--- src/rtl/csr_request_unit.sv ---
// CSR request unit: takes one CSR micro-op, issues it to the CSR file and returns a ROB writeback record.
// Optional watchdog on the CSR file response is enabled by defining CSR_TIMEOUT_EN.
module csr_request_unit #(
    parameter int TAG_W          = 6,
    parameter int ROB_W          = 5,
    parameter int TIMEOUT_CYCLES = 16
) (
    input  logic             cpu_clock_i,
    input  logic             cpu_reset_n_i,
    input  logic             uop_valid_i,
    output logic             uop_ready_o,
    input  logic [2:0]       uop_funct3_i,
    input  logic [11:0]      uop_csr_addr_i,
    input  logic [31:0]      uop_rs1_data_i,
    input  logic [4:0]       uop_rs1_idx_i,
    input  logic [31:0]      uop_instr_i,
    input  logic [TAG_W-1:0] uop_dest_i,
    input  logic [ROB_W-1:0] uop_rob_id_i,
    input  logic             flush_i,
    output logic             csrfile_valid_o,
    output logic [11:0]      csrfile_address_o,
    output logic [1:0]       csrfile_opcode_o,
    output logic             csrfile_wr_en_o,
    output logic [31:0]      csrfile_data_o,
    input  logic             csrfile_done_i,
    input  logic             csrfile_excp_i,
    input  logic [31:0]      csrfile_data_i,
    output logic             wb_valid_o,
    output logic [TAG_W-1:0] wb_dest_o,
    output logic [ROB_W-1:0] wb_rob_id_o,
    output logic [31:0]      wb_data_o,
    output logic             wb_excp_o,
    output logic [3:0]       wb_mcause_o,
    output logic [31:0]      wb_mtval_o,
    output logic             busy_o
);

    localparam logic [2:0] ST_IDLE  = 3'd0;
    localparam logic [2:0] ST_REQ   = 3'd1;
    localparam logic [2:0] ST_WAIT  = 3'd2;
    localparam logic [2:0] ST_DRAIN = 3'd3;
    localparam logic [2:0] ST_RESP  = 3'd4;

    localparam logic [3:0] MCAUSE_ILLEGAL = 4'd2;

    if (TIMEOUT_CYCLES < 1) begin : g_bad_timeout
        $error("TIMEOUT_CYCLES must be at least 1");
    end

    logic [2:0]       state_q, state_d;
    logic [11:0]      addr_q, addr_d;
    logic [1:0]       op_q, op_d;
    logic             wr_en_q, wr_en_d;
    logic [31:0]      wdata_q, wdata_d;
    logic             csr_valid_q, csr_valid_d;
    logic [31:0]      instr_q, instr_d;
    logic [TAG_W-1:0] dest_q, dest_d;
    logic [ROB_W-1:0] rob_q, rob_d;

    logic             wb_valid_q, wb_valid_d;
    logic             wb_excp_q, wb_excp_d;
    logic [31:0]      wb_data_q, wb_data_d;
    logic [3:0]       wb_mcause_q, wb_mcause_d;
    logic [31:0]      wb_mtval_q, wb_mtval_d;
    logic [TAG_W-1:0] wb_dest_q, wb_dest_d;
    logic [ROB_W-1:0] wb_rob_q, wb_rob_d;

    logic             accept;
    logic             resp_excp;
    logic [31:0]      resp_data;
    logic             wdog_expired;

    // NOTE: every always_comb output gets a default first so no path can infer a latch.
    always_comb begin
        state_d   = state_q;
        accept    = 1'b0;
        resp_excp = 1'b0;
        resp_data = 32'h0;
        case (state_q)
            ST_IDLE: begin
                if (uop_valid_i && !flush_i) begin
                    accept = 1'b1;
                    if (uop_funct3_i[1:0] == 2'b00) begin
                        state_d   = ST_RESP;
                        resp_excp = 1'b1;
                    end else begin
                        state_d = ST_REQ;
                    end
                end
            end
            ST_REQ: state_d = flush_i ? ST_IDLE : ST_WAIT;
            ST_WAIT: begin
                if (csrfile_done_i) begin
                    if (flush_i) begin
                        state_d = ST_IDLE;
                    end else begin
                        state_d   = ST_RESP;
                        resp_excp = csrfile_excp_i;
                        resp_data = csrfile_data_i;
                    end
                end else if (flush_i) begin
                    state_d = ST_DRAIN;
                end else if (wdog_expired) begin
                    state_d   = ST_RESP;
                    resp_excp = 1'b1;
                end
            end
            // An issued request must see its response before the next op may start.
            ST_DRAIN: begin
                if (csrfile_done_i || wdog_expired) state_d = ST_IDLE;
            end
            ST_RESP: state_d = ST_IDLE;
            default: state_d = ST_IDLE;
        endcase
    end

    always_comb begin
        addr_d  = addr_q;
        op_d    = op_q;
        wr_en_d = wr_en_q;
        wdata_d = wdata_q;
        instr_d = instr_q;
        dest_d  = dest_q;
        rob_d   = rob_q;
        if (accept) begin
            addr_d  = uop_csr_addr_i;
            op_d    = uop_funct3_i[1:0];
            // Set/clear with a zero source register must not cause CSR write side effects.
            wr_en_d = (uop_funct3_i[1:0] == 2'b01) || (uop_rs1_idx_i != 5'd0);
            wdata_d = uop_funct3_i[2] ? {27'b0, uop_rs1_idx_i} : uop_rs1_data_i;
            instr_d = uop_instr_i;
            dest_d  = uop_dest_i;
            rob_d   = uop_rob_id_i;
        end
    end

    assign csr_valid_d = (state_d == ST_REQ);

    always_comb begin
        wb_valid_d  = 1'b0;
        wb_excp_d   = 1'b0;
        wb_data_d   = 32'h0;
        wb_mcause_d = 4'd0;
        wb_mtval_d  = 32'h0;
        wb_dest_d   = '0;
        wb_rob_d    = '0;
        if (state_d == ST_RESP) begin
            wb_valid_d = 1'b1;
            wb_excp_d  = resp_excp;
            wb_dest_d  = dest_d;
            wb_rob_d   = rob_d;
            if (resp_excp) begin
                wb_mcause_d = MCAUSE_ILLEGAL;
                wb_mtval_d  = instr_d;
            end else begin
                wb_data_d = resp_data;
            end
        end
    end

`ifdef CSR_TIMEOUT_EN
    localparam int WDOG_W = $clog2(TIMEOUT_CYCLES + 1);

    logic [WDOG_W-1:0] wdog_q, wdog_d;

    // Counts consecutive cycles spent in WAIT or DRAIN; any state change restarts it.
    always_comb begin
        wdog_d = '0;
        if ((state_q == ST_WAIT || state_q == ST_DRAIN) && state_d == state_q) begin
            wdog_d = wdog_q + 1'b1;
        end
    end

    assign wdog_expired = (wdog_q == WDOG_W'(TIMEOUT_CYCLES - 1));

    always_ff @(posedge cpu_clock_i) begin
        if (!cpu_reset_n_i) wdog_q <= '0;
        else                wdog_q <= wdog_d;
    end
`else
    assign wdog_expired = 1'b0;
`endif

    // NOTE: sequential state uses non-blocking assignments so all registers update from pre-edge values.
    always_ff @(posedge cpu_clock_i) begin
        if (!cpu_reset_n_i) begin
            state_q     <= ST_IDLE;
            addr_q      <= 12'h0;
            op_q        <= 2'b00;
            wr_en_q     <= 1'b0;
            wdata_q     <= 32'h0;
            csr_valid_q <= 1'b0;
            instr_q     <= 32'h0;
            dest_q      <= '0;
            rob_q       <= '0;
            wb_valid_q  <= 1'b0;
            wb_excp_q   <= 1'b0;
            wb_data_q   <= 32'h0;
            wb_mcause_q <= 4'd0;
            wb_mtval_q  <= 32'h0;
            wb_dest_q   <= '0;
            wb_rob_q    <= '0;
        end else begin
            state_q     <= state_d;
            addr_q      <= addr_d;
            op_q        <= op_d;
            wr_en_q     <= wr_en_d;
            wdata_q     <= wdata_d;
            csr_valid_q <= csr_valid_d;
            instr_q     <= instr_d;
            dest_q      <= dest_d;
            rob_q       <= rob_d;
            wb_valid_q  <= wb_valid_d;
            wb_excp_q   <= wb_excp_d;
            wb_data_q   <= wb_data_d;
            wb_mcause_q <= wb_mcause_d;
            wb_mtval_q  <= wb_mtval_d;
            wb_dest_q   <= wb_dest_d;
            wb_rob_q    <= wb_rob_d;
        end
    end

    // A flush in the same cycle cancels the strobe while the payload stays registered.
    assign csrfile_valid_o   = csr_valid_q & ~flush_i;
    assign csrfile_address_o = addr_q;
    assign csrfile_opcode_o  = op_q;
    assign csrfile_wr_en_o   = wr_en_q;
    assign csrfile_data_o    = wdata_q;

    assign wb_valid_o  = wb_valid_q & ~flush_i;
    assign wb_excp_o   = wb_excp_q;
    assign wb_data_o   = wb_data_q;
    assign wb_mcause_o = wb_mcause_q;
    assign wb_mtval_o  = wb_mtval_q;
    assign wb_dest_o   = wb_dest_q;
    assign wb_rob_id_o = wb_rob_q;

    assign uop_ready_o = (state_q == ST_IDLE);
    assign busy_o      = (state_q != ST_IDLE);

endmodule

--- config.mk ---
export PLATFORM = sky130hd
export DESIGN_NAME = csr_request_unit
export DESIGN_NICKNAME = d
export VERILOG_FILES = /design/src/rtl/csr_request_unit.sv
export SDC_FILE = /design/constraint.sdc
export NUM_CORES = 1
export LEC_CHECK = 0
export ABC_CLOCK_PERIOD_IN_PS = 1310
export BUFFER_PORTS_ARGS = -buffer_cell sky130_fd_sc_hd__buf_4
export CAP_MARGIN = 20
export CORE_ASPECT_RATIO = 2
export CORE_MARGIN = 4
export CORE_UTILIZATION = 44
export CTS_BUF_LIST = sky130_fd_sc_hd__clkbuf_2 sky130_fd_sc_hd__clkbuf_4 sky130_fd_sc_hd__clkbuf_8
export DETAILED_ROUTE_END_ITERATION = 8
export GPL_TIMING_DRIVEN = 0
export PLACE_DENSITY = 0.89
export REMOVE_ABC_BUFFERS = 1
export SKIP_LAST_GASP = 1
export SLEW_MARGIN = 20
export SYNTH_ARGS = -nofsm -noshare
export SYNTH_HDL_FRONTEND = slang
export SYNTH_SLANG_ARGS = --single-unit
--- constraint.sdc ---
create_clock -name cpu_clock_i -period 1.31 [get_ports cpu_clock_i]
set_input_delay 0.3275 -clock cpu_clock_i [delete_from_list [all_inputs] [get_ports cpu_clock_i]]
set_output_delay 0.3275 -clock cpu_clock_i [all_outputs]
set_load 0.01 [all_outputs]
==> flow_metrics.tcl, run 1 <==
set metrics [dict create \
    status "complete, but fails checks" \
    violations "negative setup slack" \
    die_h_um 174 \
    synth_compound_area_frac 0.0633 \
    arrival_ns 1.36 \
    use_met3 0.0580 \
    power.density_nw_per_um2 1100 \
    synth_top_family_by_area "simple AND/OR/NAND/NOR gates" \
    ys_ff_latch 171 \
    synth_xor_area_frac 0 \
    post-place-ws_ns -1.56 \
    htree_num_levels 4 \
    rsz0062_at_grt "yes" \
    finalNetCount 1037 \
    grt_pass1_wl_um 31900 \
    firstDrtPassIters 4 \
    syn_area_um2 6080 \
    grt_antenna_before_repair 0 \
    cp_max_fo 3 \
    cpMaxStageDelayCell "or3_4" \
    muxShareOfSynthArea 0.143 \
    finalClockSkew_ns 0.0136 \
    start_util 0.450 \
    synthSimpleGateAreaFrac 0.183 \
    grt_max_degree 86 \
    cts_max_path_buffers 2 \
    routed_via_density 5.35 \
    finalNonFillerCells 1070 \
    grt_usage 0.261 \
    fillers 855 \
    cts.clk_slew.worst_paths_ns 0.10 \
    hold_viol 0 \
    holdCritPathClass "input pin to flip-flop" \
    worstPathCellList "or3_4 -> buf_4" \
    cpPeakStageDelay_ns 0.40 \
    synthAdderAreaFrac 0 \
    cts_tree "yes" \
    holdBufCountCts 0 \
    synthFlopType "dfxtp_1" \
    place_hpwl_um 12200 \
    grtUsageMet1 0.258 \
    routabilityCongestion 0.871 \
    grt_use_met2 0.496 \
    clk_latency_ns 0.44 \
    avgRoutedWirePerCell_um 21.2 \
    fin_crit_ns 1.68 \
    dp_cells 973 \
    wl_um 22600 \
    power_mw 11.2 \
    finalCritPeriodShare 1.28 \
    async_flop_share 0 \
    p_leak_nw 4.37 \
    drc 0 \
    core.rowCount 60 \
    peakVddDrop_mv 0.704 \
    drt_iter0_drc 252 \
    fin_ws_ns -0.373 \
    numCtsBuffers 17 \
    worstSetupEndpointType "primary output" \
    drv_slew 0 \
    areaGrowthSynthToFinish_pct 66.1 \
    cap_violations 0 \
    worst-setup-path-type "flip-flop to primary output" \
    finalSetupViolations 174 \
    root_buffer "clkbuf_8" \
    die-area_um2 15900 \
    num_vias 5722 \
    drive_above_1_share 0.502 \
    yosys-top-cells-area "dfxtp_1 (56%), mux2i_1 (14%), nand2_1 (8.6%)" \
    synth_top_area_cell "dfxtp_1" \
    synth_cells 601 \
    antenna_cells 0 \
    layout_common_cells "buf_4 (277), dfxtp_1 (160), nand2_1 (140), mux2i_1 (80), o22ai_2 (33)" \
    design.core.area_um2 13500 \
    synth.yosys.warnings 0 \
    yosysSeqAreaShare 0.563 \
    portBuffers 260 \
    io_pins 264 \
    yosysUniqueCellTypes 30 \
    crit_required_ns 0.98 \
    final_common_cell "buf_4" \
    grt_pass1_vias 5913 \
    clock-sinks 171 \
    globalRoute.busiestLayer "met2" \
    max_clock_freq_mhz 594 \
    overflow 0 \
    startpoint_type "flip-flop" \
    die_width_um 91.2 \
    yosysTopAreaCellShare 0.563 \
    synth_edf_count 0 \
    syn_area_per_cell_um2 10.1 \
    final_antenna_net_count 0 \
]
==> power by group <==
part / internal, mW / total (mW) / leakage (nW) / switching [mW]
sequential: 5.35 / 5.41 / 1.39 / 0.0653
combinational: 0.877 / 1.59 / 2.75 / 0.715
clock: 2.12 / 4.17 / 0.217 / 2.05
==> worst paths after layout <==
kind | slack, ns | start | to | cells after the start
worst max register to register | -0.35 | state_q[2] | dest_q[0] | 7
worst min-delay path | 0.09 | csrfile_data_i[9] | wb_data_o[9] | 2
worst max-delay path | -0.37 | state_q[2] | busy_o | 2
worst min register to register | 0.46 | csrfile_data_o[24] | csrfile_data_o[24] | 2
==> timing repair <==
action | in CTS | in global routing
setup endpoints to repair | 174 | 183
resized for setup | 77 | 90
buffers inserted | 40 | 10
cloned | 19 | 5
pin swaps | 36 | 30
==> per-stage QoR <==
step / utilization / setup TNS, ns / area, µm² / hold WS [ns]
detailed placement: 0.599 / -175.28 / 8100 / 0.448
global placement: 0.589 / -584.40 / 7960 / 0.442
CTS: 0.718 / -29.94 / 9700 / 0.0598
global route: 0.748 / -50.44 / 10100 / 0.0604
floorplan: - / -313.53 / 5810 / 0.436
finish: 0.748 / -43.38 / 10100 / 0.0884
==> registers in the layout, indices dropped and copies added (netlist names) <==
| register | flops |
|---|---|
| dest_q | 6 |
| wb_valid_q | 1 |
| rob_q | 5 |
| state_q | 3 |
| csrfile_wr_en_o | 1 |
| csrfile_data_o | 32 |
| csr_valid_q | 1 |
| wb_rob_id_o | 5 |
| wb_data_o | 32 |
| csrfile_opcode_o | 2 |
| instr_q | 32 |
| wb_mtval_o | 32 |
| wb_dest_o | 6 |
| wb_mcause_o | 1 |
| csrfile_address_o | 12 |
==> cells by family after synthesis <==
group	after synthesis
simple gates	226
flops	171
mux	87
compound gates	63
buf+inv	53
other cells	1
==> final cells by class <==
class,count,area [µm²],share of cell area
flip-flops and latches,171,3440,0.341
multi-input cells,382,2930,0.290
inverters,2,11.3,0.00111
clock buffers,17,234,0.0231
repair buffers,330,3090,0.305
clock inverters,13,205,0.0203
well taps,155,194,0.0192
==> layer usage <==
metal	vias up	wire length, µm
li1	2649	-
met3	74	1200
met4	0	1320
met2	250	12500
met5	-	0
met1	2749	7610
==> worst max-delay path: cells and delay by family (launching register included) <==
kind | cells | cell delay (ns)
buffers and inverters | 1 | 0.16
DFF | 1 | 0.37
and+or+nand+nor | 1 | 0.40
==> cell usage after synthesis (all sizes together) (2+ instances only) <==
library cell and instances:
nand3 2, and2 34, or3 3, o21ai 3
buf 16, a21oi 11, nor2 3, mux2i 86
a211oi 6, nand3b 27, o22ai 42, nand4 5
dfxtp 171, nor2b 4, inv 2, nor3 3
nand2 140, clkbuf 35, nand2b 2
No activity file was read; power rests on OpenSTA's default activity.
==> inputs of run 2 (changes only) <==
--- a/config.mk
+++ b/config.mk
@@ -12,10 +12,12 @@
 export CORE_MARGIN = 4
 export CORE_UTILIZATION = 44
 export CTS_BUF_LIST = sky130_fd_sc_hd__clkbuf_2 sky130_fd_sc_hd__clkbuf_4 sky130_fd_sc_hd__clkbuf_8
+export CTS_CLUSTER_SIZE = 12
 export DETAILED_ROUTE_END_ITERATION = 8
 export GPL_TIMING_DRIVEN = 0
 export PLACE_DENSITY = 0.89
 export REMOVE_ABC_BUFFERS = 1
+export SETUP_SLACK_MARGIN = 0.15
 export SKIP_LAST_GASP = 1
 export SLEW_MARGIN = 20
 export SYNTH_ARGS = -nofsm -noshare
==> flow_metrics.tcl, run 2 (same netlist as run 1, synthesis figures left out) <==
set metrics [dict create \
    routabilityCongestion 0.871 \
    rrSetupSlack_ns -0.43 \
    cts.clk_slew.worst_paths_ns 0.10 \
    start_util 0.450 \
    cts_max_path_buffers 2 \
    final_common_cell "buf_4" \
    grt_usage 0.274 \
    drt_iter0_drc 283 \
    max_clock_freq_mhz 575 \
    cpPeakStageDelay_ns 0.37 \
    design.core.area_um2 13500 \
    htree_num_levels 4 \
    r2r-start "state_q[2]" \
    io_pins 264 \
    finalSetupViolations 174 \
    finalClockSkew_ns 0.0169 \
    root_buffer "clkbuf_8" \
    clk_latency_ns 0.44 \
    clock-sinks 171 \
    grt_max_degree 86 \
    wl_um 25300 \
    drc 0 \
    startpoint_type "flip-flop" \
    portBuffers 260 \
    worstSetupEndpointType "flip-flop" \
    whs_path_depth 2 \
    final_antenna_net_count 0 \
    core.rowCount 60 \
    numCtsBuffers 17 \
    cp_max_fo 5 \
    firstDrtPassIters 5 \
    dp_cells 973 \
    areaGrowthSynthToFinish_pct 80.6 \
    crit_top_cell "buf_6" \
    die_h_um 174 \
    die-area_um2 15900 \
    rsz0062_at_grt "yes" \
    worstPathCellList "buf_4 -> nor3_4 -> buf_12 -> and2_4 -> buf_6 -> buf_6 -> clkbuf_16 -> mux2i_1" \
    holdCritPathClass "input pin to flip-flop" \
    hold_viol 0 \
    antenna_cells 0 \
    holdCritStartpoint "csrfile_data_i[23]" \
    finalNetCount 1049 \
    peakVddDrop_mv 0.832 \
    grt_pass1_wl_um 33500 \
    worst-setup-path-type "flip-flop to flip-flop" \
    drive_above_1_share 0.634 \
    avgRoutedWirePerCell_um 23.4 \
    arrival_ns 2.08 \
    cts_tree "yes" \
    power.density_nw_per_um2 1040 \
    violations "negative setup slack" \
    grt_pass1_vias 6139 \
    fillers 691 \
    layout_common_cells "buf_4 (154), buf_6 (148), nand2_1 (140), dfxtp_2 (121), mux2i_1 (80)" \
    routed_via_density 5.49 \
    grt_antenna_before_repair 0 \
    finalCritPeriodShare 1.33 \
    overflow 0 \
    fin_crit_ns 1.74 \
    r2r_cells 8 \
    cap_violations 0 \
    status "complete, but fails checks" \
    drv_slew 0 \
    place_hpwl_um 12200 \
    crit_required_ns 1.66 \
    die_width_um 91.2 \
    regToRegEndpoint "instr_q[3]" \
    fin_ws_ns -0.428 \
    cpMaxStageDelayCell "dfxtp_4" \
    p_leak_nw 4.63 \
    power_mw 11.5 \
    min_to "wb_data_o[23]" \
    num_vias 5935 \
    finalNonFillerCells 1082 \
]
run 2: cell count changes in the layout (fill, tap and decap cells not counted), sizes merged:
cell | before | now
buf | 324 | 336
run 2: final cells by class:
class                      instances  area, µm²  area share
timing repair buffer             342       3790       0.345
sequential                       171       3590       0.326
clock inverter                    13        205      0.0187
inverter                           2       11.3     0.00102
clock buffer                      17        234      0.0213
multi-input combinational        382       2970       0.270
tap                              155        194      0.0177
run 2: where the power goes:
group          switching (mW)  leakage, nW  internal (mW)
Clock                    2.11        0.217           2.12
Sequential             0.0869         1.45           5.36
Combinational           0.772         2.96           1.00
run 2: routing by layer:
metal  share of wire  GRT usage  vias up
met5               0          0        -
met4           0.059      0.138        0
met3           0.053     0.0580       90
met2            0.56      0.522      286
li1                -          -     2674
met1            0.33      0.272     2885
run 2: metrics by stage:
stage,TNS (ns),utilization,hold slack [ns],cell area (µm²),worst slack (ns)
detailed placement,-175.28,0.599,0.448,8100,-1.56
CTS,-30.27,0.750,0.0597,10100,-0.390
floorplan,-313.53,-,0.436,5810,-3.01
finish,-51.02,0.813,0.0920,11000,-0.428
global placement,-584.40,0.589,0.442,7960,-4.61
global route,-57.84,0.813,0.0591,11000,-0.446
run 2: worst max-delay path by stage:
stage | start | endpoint | slack [ns] | depth (start not counted)
final | state_q[2] | instr_q[3] | -0.43 | 8
after detailed placement | cpu_reset_n_i | wb_data_o[24] | -1.56 | 5
after global routing | state_q[2] | instr_q[3] | -0.45 | 8
after global placement | uop_valid_i | csrfile_opcode_o[0] | -4.61 | 4
after CTS | state_q[2] | busy_o | -0.39 | 2
after floorplan | state_q[2] | csrfile_opcode_o[0] | -3.01 | 3
run 2: worst max-delay path, delay by kind of cell (launching register included):
kind                   cells  cell delay (ns)
DFF                        1             0.37
muxes                      1             0.27
buffers and inverters      5             0.66
and+or+nand+nor            2             0.36
run 2: timing repair:
action                     CTS  global route
hold buffers                 0             0
buffers inserted            41            14
pin swaps                   37            33
cloned                      19             5
gates resized for setup    240           171
setup endpoints to repair  298           299
